===== config.mk =====
export PLATFORM = sky130hd
export DESIGN_NAME = weight_bank_scheduler_flat
export DESIGN_NICKNAME = d
export VERILOG_FILES = /design/src/rtl/weight_bank_scheduler_if.sv /design/src/rtl/weight_bank_scheduler.sv /design/src/flat_wrapper.sv
export SDC_FILE = /design/constraint.sdc
export NUM_CORES = 1
export LEC_CHECK = 0
export ABC_AREA = 1
export BUFFER_PORTS_ARGS = -buffer_cell sky130_fd_sc_hd__clkbuf_2
export CAP_MARGIN = 20
export CORE_MARGIN = 5
export CORE_UTILIZATION = 35
export DETAILED_ROUTE_END_ITERATION = 10
export HOLD_SLACK_MARGIN = 0.05
export SYNTH_ARGS = -nofsm -noshare
export SYNTH_HDL_FRONTEND = slang
export SYNTH_SLANG_ARGS = --single-unit

===== constraint.sdc =====
create_clock -name i_clk -period 2.66 [get_ports i_clk]
set_input_delay 0.399 -clock i_clk [delete_from_list [all_inputs] [get_ports i_clk]]
set_output_delay 0.399 -clock i_clk [all_outputs]
set_load 0.1 [all_outputs]

===== src/rtl/weight_bank_scheduler_if.sv =====
// Handshake and memory-side signals between the weight-bank scheduler and its loader, memory and compute sequencer.
// The scheduler takes the slave side; the environment (loader/sequencer/bench) takes the master side.
interface weight_bank_scheduler_if #(
    parameter int ADDR_W = 16,
    parameter int DATA_W = 8,
    parameter int N      = 4,
    parameter int LEN_W  = 15
);
    logic                  cfg_valid;
    logic                  cfg_ready;
    logic                  cfg_mode;
    logic [ADDR_W-2:0]     cfg_base;
    logic [LEN_W-1:0]      cfg_len;

    logic                  ld_valid;
    logic                  ld_ready;
    logic [N*DATA_W-1:0]   ld_data;

    logic                  wr_en_fc;
    logic                  wr_en_cnn;
    logic [ADDR_W-1:0]     wr_addr;
    logic [N*DATA_W-1:0]   wr_data;

    logic                  start_req;
    logic                  grant;
    logic                  layer_done;
    logic [ADDR_W-1:0]     weight_memory_pointer;
    logic                  mode;
    logic [1:0]            bank_full;

    modport slave (
        input  cfg_valid, cfg_mode, cfg_base, cfg_len,
        input  ld_valid, ld_data,
        input  start_req, layer_done,
        output cfg_ready, ld_ready,
        output wr_en_fc, wr_en_cnn, wr_addr, wr_data,
        output grant, weight_memory_pointer, mode, bank_full
    );

    modport master (
        output cfg_valid, cfg_mode, cfg_base, cfg_len,
        output ld_valid, ld_data,
        output start_req, layer_done,
        input  cfg_ready, ld_ready,
        input  wr_en_fc, wr_en_cnn, wr_addr, wr_data,
        input  grant, weight_memory_pointer, mode, bank_full
    );
endinterface


===== src/rtl/weight_bank_scheduler.sv =====
// Ping-pong weight-bank scheduler: fills the free bank from the loader while compute reads the other.
// Writes land 1 cycle after the loader handshake, grant 1 cycle after the decision; ready flags are registered look-ahead.
module weight_bank_scheduler #(
    parameter int ADDR_W = 16,
    parameter int DATA_W = 8,
    parameter int N      = 4,
    parameter int LEN_W  = 15
) (
    input  logic                   i_clk,
    input  logic                   i_reset,
    weight_bank_scheduler_if.slave bus
);
    localparam int OFF_W = ADDR_W - 1;

    typedef enum logic [1:0] {B_FREE, B_FILLING, B_FULL, B_ACTIVE} bank_st_t;
    typedef enum logic {S_IDLE, S_LOAD} ld_st_t;

    ld_st_t              r_state, w_state_nxt;
    bank_st_t            r_bst [2];
    bank_st_t            w_bst_nxt [2];
    logic                r_bmode [2];
    logic                w_bmode_nxt [2];
    logic [OFF_W-1:0]    r_bbase [2];
    logic [OFF_W-1:0]    w_bbase_nxt [2];
    logic                r_wr_bank, w_wr_bank_nxt;
    logic                r_rd_bank, w_rd_bank_nxt;
    logic [LEN_W-1:0]    r_len, w_len_nxt;
    logic [LEN_W-1:0]    r_cnt, w_cnt_nxt;
    logic [OFF_W-1:0]    r_base, w_base_nxt;
    logic                r_mode_ld, w_mode_ld_nxt;
    logic                r_cfg_ready, w_cfg_ready_nxt;
    logic                r_ld_ready, w_ld_ready_nxt;
    logic                r_wr_en_fc, w_wr_en_fc_nxt;
    logic                r_wr_en_cnn, w_wr_en_cnn_nxt;
    logic [ADDR_W-1:0]   r_wr_addr, w_wr_addr_nxt;
    logic [N*DATA_W-1:0] r_wr_data, w_wr_data_nxt;
    logic                r_grant, w_grant_nxt;
    logic [ADDR_W-1:0]   r_ptr, w_ptr_nxt;
    logic                r_mode, w_mode_nxt;

    logic w_cfg_hs, w_ld_hs, w_any_active;

    // Ready flags are registered, so they already encode "IDLE and target bank FREE" / "LOAD".
    assign w_cfg_hs     = bus.cfg_valid && r_cfg_ready;
    assign w_ld_hs      = bus.ld_valid && r_ld_ready;
    assign w_any_active = (r_bst[0] == B_ACTIVE) || (r_bst[1] == B_ACTIVE);

    always_ff @(posedge i_clk or negedge i_reset) begin
        if (!i_reset) begin
            r_state     <= S_IDLE;
            for (int b = 0; b < 2; b++) begin
                r_bst[b]   <= B_FREE;
                r_bmode[b] <= 1'b0;
                r_bbase[b] <= '0;
            end
            r_wr_bank   <= 1'b0;
            r_rd_bank   <= 1'b0;
            r_len       <= '0;
            r_cnt       <= '0;
            r_base      <= '0;
            r_mode_ld   <= 1'b0;
            r_cfg_ready <= 1'b0;
            r_ld_ready  <= 1'b0;
            r_wr_en_fc  <= 1'b0;
            r_wr_en_cnn <= 1'b0;
            r_wr_addr   <= '0;
            r_wr_data   <= '0;
            r_grant     <= 1'b0;
            r_ptr       <= '0;
            r_mode      <= 1'b0;
        end else begin
            r_state     <= w_state_nxt;
            r_bst       <= w_bst_nxt;
            r_bmode     <= w_bmode_nxt;
            r_bbase     <= w_bbase_nxt;
            r_wr_bank   <= w_wr_bank_nxt;
            r_rd_bank   <= w_rd_bank_nxt;
            r_len       <= w_len_nxt;
            r_cnt       <= w_cnt_nxt;
            r_base      <= w_base_nxt;
            r_mode_ld   <= w_mode_ld_nxt;
            r_cfg_ready <= w_cfg_ready_nxt;
            r_ld_ready  <= w_ld_ready_nxt;
            r_wr_en_fc  <= w_wr_en_fc_nxt;
            r_wr_en_cnn <= w_wr_en_cnn_nxt;
            r_wr_addr   <= w_wr_addr_nxt;
            r_wr_data   <= w_wr_data_nxt;
            r_grant     <= w_grant_nxt;
            r_ptr       <= w_ptr_nxt;
            r_mode      <= w_mode_nxt;
        end
    end

    always_comb begin
        w_state_nxt     = r_state;
        w_bst_nxt       = r_bst;
        w_bmode_nxt     = r_bmode;
        w_bbase_nxt     = r_bbase;
        w_wr_bank_nxt   = r_wr_bank;
        w_rd_bank_nxt   = r_rd_bank;
        w_len_nxt       = r_len;
        w_cnt_nxt       = r_cnt;
        w_base_nxt      = r_base;
        w_mode_ld_nxt   = r_mode_ld;
        w_wr_en_fc_nxt  = 1'b0;
        w_wr_en_cnn_nxt = 1'b0;
        w_wr_addr_nxt   = r_wr_addr;
        w_wr_data_nxt   = r_wr_data;
        w_grant_nxt     = 1'b0;
        w_ptr_nxt       = r_ptr;
        w_mode_nxt      = r_mode;

        if (r_state == S_IDLE) begin
            if (w_cfg_hs) begin
                w_bmode_nxt[r_wr_bank] = bus.cfg_mode;
                w_bbase_nxt[r_wr_bank] = bus.cfg_base;
                w_len_nxt              = bus.cfg_len;
                w_base_nxt             = bus.cfg_base;
                w_mode_ld_nxt          = bus.cfg_mode;
                w_cnt_nxt              = '0;
                // An empty layer is complete the moment it is described.
                if (bus.cfg_len == '0) begin
                    w_bst_nxt[r_wr_bank] = B_FULL;
                    w_wr_bank_nxt        = ~r_wr_bank;
                end else begin
                    w_bst_nxt[r_wr_bank] = B_FILLING;
                    w_state_nxt          = S_LOAD;
                end
            end
        end else begin
            if (w_ld_hs) begin
                w_wr_en_fc_nxt  = ~r_mode_ld;
                w_wr_en_cnn_nxt = r_mode_ld;
                // Offset addition truncates to the in-bank width, so wrap never touches the bank bit.
                w_wr_addr_nxt   = {r_wr_bank, r_base + OFF_W'(r_cnt)};
                w_wr_data_nxt   = bus.ld_data;
                w_cnt_nxt       = r_cnt + LEN_W'(1);
                if (r_cnt == r_len - LEN_W'(1)) begin
                    w_bst_nxt[r_wr_bank] = B_FULL;
                    w_wr_bank_nxt        = ~r_wr_bank;
                    w_state_nxt          = S_IDLE;
                end
            end
        end

        if (bus.start_req && !w_any_active && r_bst[r_rd_bank] == B_FULL) begin
            w_bst_nxt[r_rd_bank] = B_ACTIVE;
            w_grant_nxt          = 1'b1;
            w_ptr_nxt            = {r_rd_bank, r_bbase[r_rd_bank]};
            w_mode_nxt           = r_bmode[r_rd_bank];
        end

        // Only the read bank can be ACTIVE, so layer_done always frees it.
        if (bus.layer_done && r_bst[r_rd_bank] == B_ACTIVE) begin
            w_bst_nxt[r_rd_bank] = B_FREE;
            w_rd_bank_nxt        = ~r_rd_bank;
        end

        w_cfg_ready_nxt = (w_state_nxt == S_IDLE) && (w_bst_nxt[w_wr_bank_nxt] == B_FREE);
        w_ld_ready_nxt  = (w_state_nxt == S_LOAD);
    end

    assign bus.cfg_ready             = r_cfg_ready;
    assign bus.ld_ready              = r_ld_ready;
    assign bus.wr_en_fc              = r_wr_en_fc;
    assign bus.wr_en_cnn             = r_wr_en_cnn;
    assign bus.wr_addr               = r_wr_addr;
    assign bus.wr_data               = r_wr_data;
    assign bus.grant                 = r_grant;
    assign bus.weight_memory_pointer = r_ptr;
    assign bus.mode                  = r_mode;
    assign bus.bank_full[0]          = (r_bst[0] == B_FULL) || (r_bst[0] == B_ACTIVE);
    assign bus.bank_full[1]          = (r_bst[1] == B_FULL) || (r_bst[1] == B_ACTIVE);
endmodule


===== src/flat_wrapper.sv =====
// flat-port wrapper written by rule: the top's interface ports become plain ports
module weight_bank_scheduler_flat 
#(
    parameter int ADDR_W = 16,
    parameter int DATA_W = 8,
    parameter int N      = 4,
    parameter int LEN_W  = 15
)
  (i_clk, i_reset, bus_cfg_valid, bus_cfg_mode, bus_cfg_base, bus_cfg_len, bus_ld_valid, bus_ld_data, bus_start_req, bus_layer_done, bus_cfg_ready, bus_ld_ready, bus_wr_en_fc, bus_wr_en_cnn, bus_wr_addr, bus_wr_data, bus_grant, bus_weight_memory_pointer, bus_mode, bus_bank_full);
  weight_bank_scheduler_if #(.ADDR_W(ADDR_W), .DATA_W(DATA_W), .N(N), .LEN_W(LEN_W)) bus_i ();
  input  logic i_clk;
  input  logic i_reset;
  input wire logic [$bits(bus_i.cfg_valid)-1:0] bus_cfg_valid;
  input wire logic [$bits(bus_i.cfg_mode)-1:0] bus_cfg_mode;
  input wire logic [$bits(bus_i.cfg_base)-1:0] bus_cfg_base;
  input wire logic [$bits(bus_i.cfg_len)-1:0] bus_cfg_len;
  input wire logic [$bits(bus_i.ld_valid)-1:0] bus_ld_valid;
  input wire logic [$bits(bus_i.ld_data)-1:0] bus_ld_data;
  input wire logic [$bits(bus_i.start_req)-1:0] bus_start_req;
  input wire logic [$bits(bus_i.layer_done)-1:0] bus_layer_done;
  output wire logic [$bits(bus_i.cfg_ready)-1:0] bus_cfg_ready;
  output wire logic [$bits(bus_i.ld_ready)-1:0] bus_ld_ready;
  output wire logic [$bits(bus_i.wr_en_fc)-1:0] bus_wr_en_fc;
  output wire logic [$bits(bus_i.wr_en_cnn)-1:0] bus_wr_en_cnn;
  output wire logic [$bits(bus_i.wr_addr)-1:0] bus_wr_addr;
  output wire logic [$bits(bus_i.wr_data)-1:0] bus_wr_data;
  output wire logic [$bits(bus_i.grant)-1:0] bus_grant;
  output wire logic [$bits(bus_i.weight_memory_pointer)-1:0] bus_weight_memory_pointer;
  output wire logic [$bits(bus_i.mode)-1:0] bus_mode;
  output wire logic [$bits(bus_i.bank_full)-1:0] bus_bank_full;
  assign bus_i.cfg_valid = bus_cfg_valid;
  assign bus_i.cfg_mode = bus_cfg_mode;
  assign bus_i.cfg_base = bus_cfg_base;
  assign bus_i.cfg_len = bus_cfg_len;
  assign bus_i.ld_valid = bus_ld_valid;
  assign bus_i.ld_data = bus_ld_data;
  assign bus_i.start_req = bus_start_req;
  assign bus_i.layer_done = bus_layer_done;
  assign bus_cfg_ready = bus_i.cfg_ready;
  assign bus_ld_ready = bus_i.ld_ready;
  assign bus_wr_en_fc = bus_i.wr_en_fc;
  assign bus_wr_en_cnn = bus_i.wr_en_cnn;
  assign bus_wr_addr = bus_i.wr_addr;
  assign bus_wr_data = bus_i.wr_data;
  assign bus_grant = bus_i.grant;
  assign bus_weight_memory_pointer = bus_i.weight_memory_pointer;
  assign bus_mode = bus_i.mode;
  assign bus_bank_full = bus_i.bank_full;
  weight_bank_scheduler #(.ADDR_W(ADDR_W), .DATA_W(DATA_W), .N(N), .LEN_W(LEN_W)) u_core (.i_clk(i_clk), .i_reset(i_reset), .bus(bus_i));
endmodule

# [Word level (Yosys, flattened, before mapping)]
# Cells that the tools add are included.
[classes] add_sub_neg=3 order_cmp=5 n_eq_ne=8 mux=47 bitwise=17 n_reduce_logical=18
[ops] cell="15-bit two-way mux" n=7
[ops] cell="30-bit bitwise mux" n=1
[ops] cell="4-bit two-way mux" n=7
[ops] cell="1-bit two-way mux" n=19
[ops] cell="2-bit two-way mux" n=8
[ops] cell="15-bit by 1-bit adder with 15-bit output, second input constant" n=1
[ops] cell="15-bit adder" n=1
[ops] cell="15-bit demux with 1-bit select" n=1
[ops] cell="15-bit == test" n=1
[ops] cell="15-bit zero test" n=1
[ops] cell="15-bit by 1-bit subtractor with 15-bit output, second input constant" n=1
[ops] cell="2-bit == test, second input constant" n=6
[ops] cell="1-bit logical AND" n=8
[ops] cell="2-bit >= comparator, second input constant" n=3
[ops] cell="1-bit NOT with 2-bit output" n=3
[ops] cell="2-bit AND reduction" n=3
[ops] cell="1-bit NOT" n=5
[ops] cell="2-bit AND" n=2
[ops] cell="4-bit AND" n=1
[ops] cell="2-bit demux with 1-bit select" n=2
[ops] cell="2-bit by 1-bit less-than comparator with 1-bit output, second input constant" n=2
[ops] cell="2-bit NOT" n=2
[ops] cell="4-bit NOT" n=1
[ops] cell="2-bit bitwise OR" n=2
[ops] cell="8 further kinds" n=10
[word_totals] reg_bits=154 inputBits=69 out_inout_bits=72 wordCells=119

# [Depth between registers and ports, before layout]
[depth] depth_word=19 mapped_depth=18 mapped_depth_nobuf=18

# [Least setup slack after synthesis]
# Ideal clock, no wire load.
[synth_timing] path_kind="flip-flop to flip-flop" startpoint="register u_core.r_state" endpoint="register u_core.r_cfg_ready (netlist: u_core.bus.cfg_ready)" setup_ps=73 arrival_time_ps=2311 t_required_ps=2587 slack_ps=276 stages_incl_launch_ff=16 path_buffers=1 synth_period_minus_slack_ps=2384 cell_sequence="dfrtp_1 > buf_4 > nand2_2 > inv_2 > nand3_1 > nor2_1 > nand3_1 > nor2_1 > nand2_1 > nor2_4 > nand3_1 > nand3_1 > nand2_2 > a21oi_2 > nand2_1 > a21oi_2"
[synth_between] elab_chain_len=12 elab_cells_between_ends=18 cone_classes="mux (11); bitwise (4); reduce/logical (3)"
[synth_rtl] item="start: declaration" line_no="weight_bank_scheduler.sv:18" source="ld_st_t r_state, w_state_nxt;"
[synth_rtl] item="start signal: assignment" line_no="weight_bank_scheduler.sv:72" source="r_state <= w_state_nxt;"
[synth_rtl] item="1-bit logical AND"
[synth_rtl] item="4-bit two-way mux"
[synth_rtl] item="4-bit two-way mux" line_no="weight_bank_scheduler.sv:113" source="if (r_state == S_IDLE) begin"
[synth_rtl] item="4-bit bitwise OR (no line)"
[synth_rtl] item="4-bit two-way mux" line_no="weight_bank_scheduler.sv:146" source="if (bus.start_req && !w_any_active && r_bst[r_rd_bank] == B_FULL) begin"
[synth_rtl] item="4-bit AND (no line)"
[synth_rtl] item="4-bit two-way mux" line_no="weight_bank_scheduler.sv:154" source="if (bus.layer_done && r_bst[r_rd_bank] == B_ACTIVE) begin"
[synth_rtl] item="2-bit two-way mux (implied by the code) (3 in a row)" line_no="weight_bank_scheduler.sv:159" source="w_cfg_ready_nxt = (w_state_nxt == S_IDLE) && (w_bst_nxt[w_wr_bank_nxt] == B_FREE);"
[synth_rtl] item="2-bit zero test" line_no="weight_bank_scheduler.sv:159"
[synth_rtl] item="1-bit logical AND (*)" line_no="weight_bank_scheduler.sv:159"
[synth_rtl] item="named net u_core.w_cfg_ready_nxt" line_no="weight_bank_scheduler.sv:31" source="logic r_cfg_ready, w_cfg_ready_nxt;"
[synth_rtl] item="end signal: assignment" line_no="weight_bank_scheduler.sv:82" source="r_cfg_ready <= w_cfg_ready_nxt;"
[synth_rtl] item="end: declaration" line_no="weight_bank_scheduler.sv:31"
# The timed path passes the listed nets; every way through them passes the cells marked *. The select of a mux whose other input is x is not followed.
# A chain may end at the register's enable or synchronous reset.

# [Final worst setup path]
[layout_timing] startpoint="register u_core.r_base[0]" endpoint="register u_core.r_wr_addr[12] (netlist: u_core.bus.wr_addr[12])"
[layout_between] elab_chain_len=1
[layout_rtl] item="start: declaration" line_no="weight_bank_scheduler.sv:29" source="logic [OFF_W-1:0] r_base, w_base_nxt;"
[layout_rtl] item="start signal: assignment" line_no="weight_bank_scheduler.sv:80" source="r_base <= w_base_nxt;"
[layout_rtl] item="15-bit adder" line_no="weight_bank_scheduler.sv:135" source="w_wr_addr_nxt = {r_wr_bank, r_base + OFF_W'(r_cnt)};"
[layout_rtl] item="end signal: assignment" line_no="weight_bank_scheduler.sv:86" source="r_wr_addr <= w_wr_addr_nxt;"
[layout_rtl] item="end: declaration" line_no="weight_bank_scheduler.sv:35" source="logic [ADDR_W-1:0] r_wr_addr, w_wr_addr_nxt;"
# No other way between the ends.

==> summary.txt <==
Logic synthesis
  – Top cells by area in the synthesized netlist: sky130_fd_sc_hd__dfrtp_1 (52%), sky130_fd_sc_hd__nand2_1 (17%), sky130_fd_sc_hd__o21ai_0 (5.6%)
  – Share of flip-flops with an asynchronous set or reset: 100%
  – Most frequently used cell type in the post-synthesis netlist: sky130_fd_sc_hd__nand2_1
  – Mean Syn Cell Area: 8.07 um2
  – Yosys synthesis warning count: 0
  – Biggest area consumer among synthesized cells: sky130_fd_sc_hd__dfrtp_1
  – EDFF count, synth: 0
  – Top post-synthesis cells by count: sky130_fd_sc_hd__nand2_1 (340), sky130_fd_sc_hd__dfrtp_1 (154), sky130_fd_sc_hd__inv_1 (103)
  – Count of unique library cells instantiated by Yosys: 36
  – Most frequently used flop master after synthesis: sky130_fd_sc_hd__dfrtp_1
  – Number of instances in the synthesized netlist: 922
  – Syn_nets: 1008
  – Register bit count reported by yosys: 154
  – Top cell type's share of synthesized area: 51.8%
  – Syn Std Cell Area: 7440 um2
  – Portion of the post-synthesis area used by sequential elements: 51.8%

Clock network
  – Insertion delay of the later-clocked pin in the worst-skew pair: 0.43 ns
  – CTS H-tree lvls: 4
  – Buffer levels on the longest clock path: 2
  – Buffer type at the clock tree root: sky130_fd_sc_hd__clkbuf_16
  – CTS clk-pin slew, worst paths: 0.07 ns
  – TritonCTS sink count: 154
  – Cts bufs inserted: 17
  – TritonCTS clock tree: built

Setup path
  – Buffering stage count on the worst path with inverters included: 2
  – Category of the worst setup path capture point: flip-flop
  – Launching element type of the critical path: flip-flop
  – Type of the setup path with the least slack: reg2reg
  – Maximum cell stage delay along the critical path: 0.41 ns
  – Worst Path Required: 2.95 ns
  – Worst endpoint data arrival time: 2.65 ns
  – Worst Path Max Fanout: 3
  – Slowest cell on crit path: sky130_fd_sc_hd__fa_1
  – Cell-by-cell listing of the critical path: ha_1 > inv_1 > fa_1 > inv_1 > nand3_1 > nand2_1 > a31oi_1 > o21ai_1 > a21boi_0 > o21ai_1 > xor2_1 > o21ai_0
  – CP top delay family: compound AO/OA/AOI/OAI gates

STA
  – Clock Skew: 0.00894 ns
  – Final cycle utilization of the critical path: 88.8%
  – Fin. max-slew vios: 0
  – Final Critical Period: 2.36 ns
  – Setup-violating endpoint count in the final report: 0
  – Slew margin rel.: 52.4%
  – TNS Setup: 0 ns
  – Fmax: 0.423 GHz
  – Worst Max-Slew Pin Slew: 0.714 ns
  – Setup repair after global routing missed its margin: false
  – Number of endpoints with negative hold slack in the final report: 0

Routing
  – Remaining design rule violation count: 0
  – Routed via count divided by cell count: 4.65
  – Via count: 6287
  – Per-cell routed wire length: 14.1 um
  – Drt initial violations: 451
  – First-pass detailed-route iteration total: 5
  – Final Routed Wirelength: 19000 um
  – Final ANT Viol Nets: 0

Power
  – Power density relative to cell area: 1470 nW/um2
  – Int Pwr: 0.00623 W
  – Worst IR Drop VDD: 0.684 mV
  – Share of power burned in combinational logic: 51.6%
  – Fraction of power spent switching nets: 53.5%
  – Relative contribution of the clock network to total power: 19.1%
  – Static Leakage: 4.82 nW
  – Power share of the sequential group: 29.3%
  – Switching pwr: 0.00716 W

Layout
  – Layout area overhead: 22.5%
  – End-of-flow core utilization: 43.5%
  – Number of diodes added for antenna fixing: 0
  – Total Nets Final: 1149
  – Finished Layout Cells: 1351
  – Fraction of layout cells with a size suffix above 1: 19.3%

Floorplan
  – I/O Pins: 141
  – # rows: 53
  – Die extent in x: 156 um
  – Initial core utilization: 35.5%
  – Placeable core region: 21000 um2
  – Y dimension of the die: 156 um
  – DIE AREA: 24300 um2

Place
  – Last weighted congestion value of the routability-driven placer: 0.842
  – IO buf count: 140
  – Placed Cells: 1318
  – Estimated wirelength of the detail-placed design: 13800 um

Status
  – Status: finished clean

Global route
  – Initial antenna violation count: 0
  – Largest net degree at the start of global routing: 69
  – Final global-route overflow total: 0
  – Overall Global Routing Usage: 16.4%
  – Global-route wire length before repair: 32300 um
  – Via count of the first global-routing pass: 6428

Min path
  – Hold Path Class: in2reg

Flow run
  – Max-cap violations: 0
==> final timing paths <==
path                                              startpoint  depth (start not counted)  slack [ns]                                  to
worst max register to register  u_core.r_base[0]$_DFFE_PN0P_                         12        0.30  u_core.bus.wr_addr[12]$_DFFE_PN0P_
worst min-delay path                         bus_ld_data[23]                          3        0.16  u_core.bus.wr_data[23]$_DFFE_PN0P_
max in group asynchronous                            i_reset                          3        1.51  u_core.bus.wr_addr[14]$_DFFE_PN0P_
worst min register to register  u_core.r_mode_ld$_DFFE_PN0P_                          1        0.43       u_core.bus.wr_en_fc$_DFF_PN0_
min in group asynchronous                            i_reset                          2        0.43  u_core.bus.wr_data[16]$_DFFE_PN0P_
worst max-delay path            u_core.r_base[0]$_DFFE_PN0P_                         12        0.30  u_core.bus.wr_addr[12]$_DFFE_PN0P_
==> power groups by stage <==
stage          Combinational [W]  Clock [W]  Sequential [W]
6_report                 0.00691    0.00256         0.00392
2_1_floorplan            0.00272          0         0.00678
3_5_place_dp             0.00694          0         0.00397
3_3_place_gp             0.00690          0         0.00395
5_1_grt                  0.00755    0.00274         0.00406
4_1_cts                  0.00698    0.00263         0.00394
==> cell usage in the layout, fill, tap and decap left out, types with 8 or more instances in the layout <==
cell type and count:
sky130_fd_sc_hd__nor2_1 36, sky130_fd_sc_hd__inv_1 103, sky130_fd_sc_hd__dfrtp_1 154, sky130_fd_sc_hd__o221ai_1 16, sky130_fd_sc_hd__clkbuf_16 17, sky130_fd_sc_hd__ha_1 16, sky130_fd_sc_hd__nand3_1 30, sky130_fd_sc_hd__a21oi_1 25
sky130_fd_sc_hd__o22ai_1 8, sky130_fd_sc_hd__xor2_1 10, sky130_fd_sc_hd__o21ai_0 82, sky130_fd_sc_hd__clkbuf_2 139, sky130_fd_sc_hd__nand2_1 340, sky130_fd_sc_hd__buf_4 13, sky130_fd_sc_hd__xnor2_1 10
==> state kept, by name, summed over array words and instances, names as in the netlist, 2 cells and up <==
signal / cells
u_core.bus.wr_data: 32
u_core.r_bbase: 30
u_core.bus.weight_memory_pointer: 16
u_core.bus.wr_addr: 16
u_core.r_base: 15
u_core.r_cnt: 15
u_core.r_len: 15
u_core.r_bst: 4
u_core.r_bmode: 2
==> stage by stage <==
| stage | setup WS [ns] | hold slack, ns | instance area, um2 | total power (W) |
|---|---|---|---|---|
| 2_1_floorplan | 0.276 | 0.103 | 7440 | 0.00950 |
| 3_3_place_gp | 0.257 | 0.326 | 8490 | 0.0108 |
| 3_5_place_dp | 0.176 | 0.325 | 8490 | 0.0109 |
| 4_1_cts | 0.171 | 0.141 | 9110 | 0.0136 |
| 5_1_grt | 0.0421 | 0.142 | 9110 | 0.0143 |
| 6_report | 0.297 | 0.158 | 9110 | 0.0134 |
==> per-layer routing <==
layer	wire (um)	GRT usage (%)
met5	0	0
met4	295	5.09
met3	868	3.47
met2	8860	26.4
met1	9010	22.4
==> area by class of cell <==
cell class / count / area, um2
multi-input cells: 626 / 3050
well taps: 275 / 344
fillers: 2171 / 11800
clock inverters: 15 / 193
flip-flops and latches: 154 / 3850
clock buffers: 17 / 425
repair buffers: 155 / 835
inverters: 109 / 409
==> worst register-to-register path: cells and delay by family, from the launching register on <==
family                     cells  cell delay, ns
AOI/OAI and AO/OA              5            0.79
xor gates and xnor gates       1            0.15
adders and majority gates      2            0.59
buffers and inverters          2            0.16
DFF                            1            0.36
and+or+nand+nor                2            0.18
==> what timing repair did <==
item,in CTS,in global routing
buffers inserted,0,0
hold buffers,1,0
gates resized for setup,0,2
endpoints found under the setup margin,0,1
endpoints found under the hold margin,34,0
==> logic make-up after synthesis <==
logic type,count (synthesis),synth area share [%]
XOR/XNOR,20,2.35
AO/OA/AOI/OAI,147,11.2
adder cells (fa/ha/maj),17,2.96
buffers and inverters,142,7.26
AND/OR/NAND/NOR,442,24.4
flip-flops,154,51.8
Note: power is estimated with default switching activity, not from simulation.
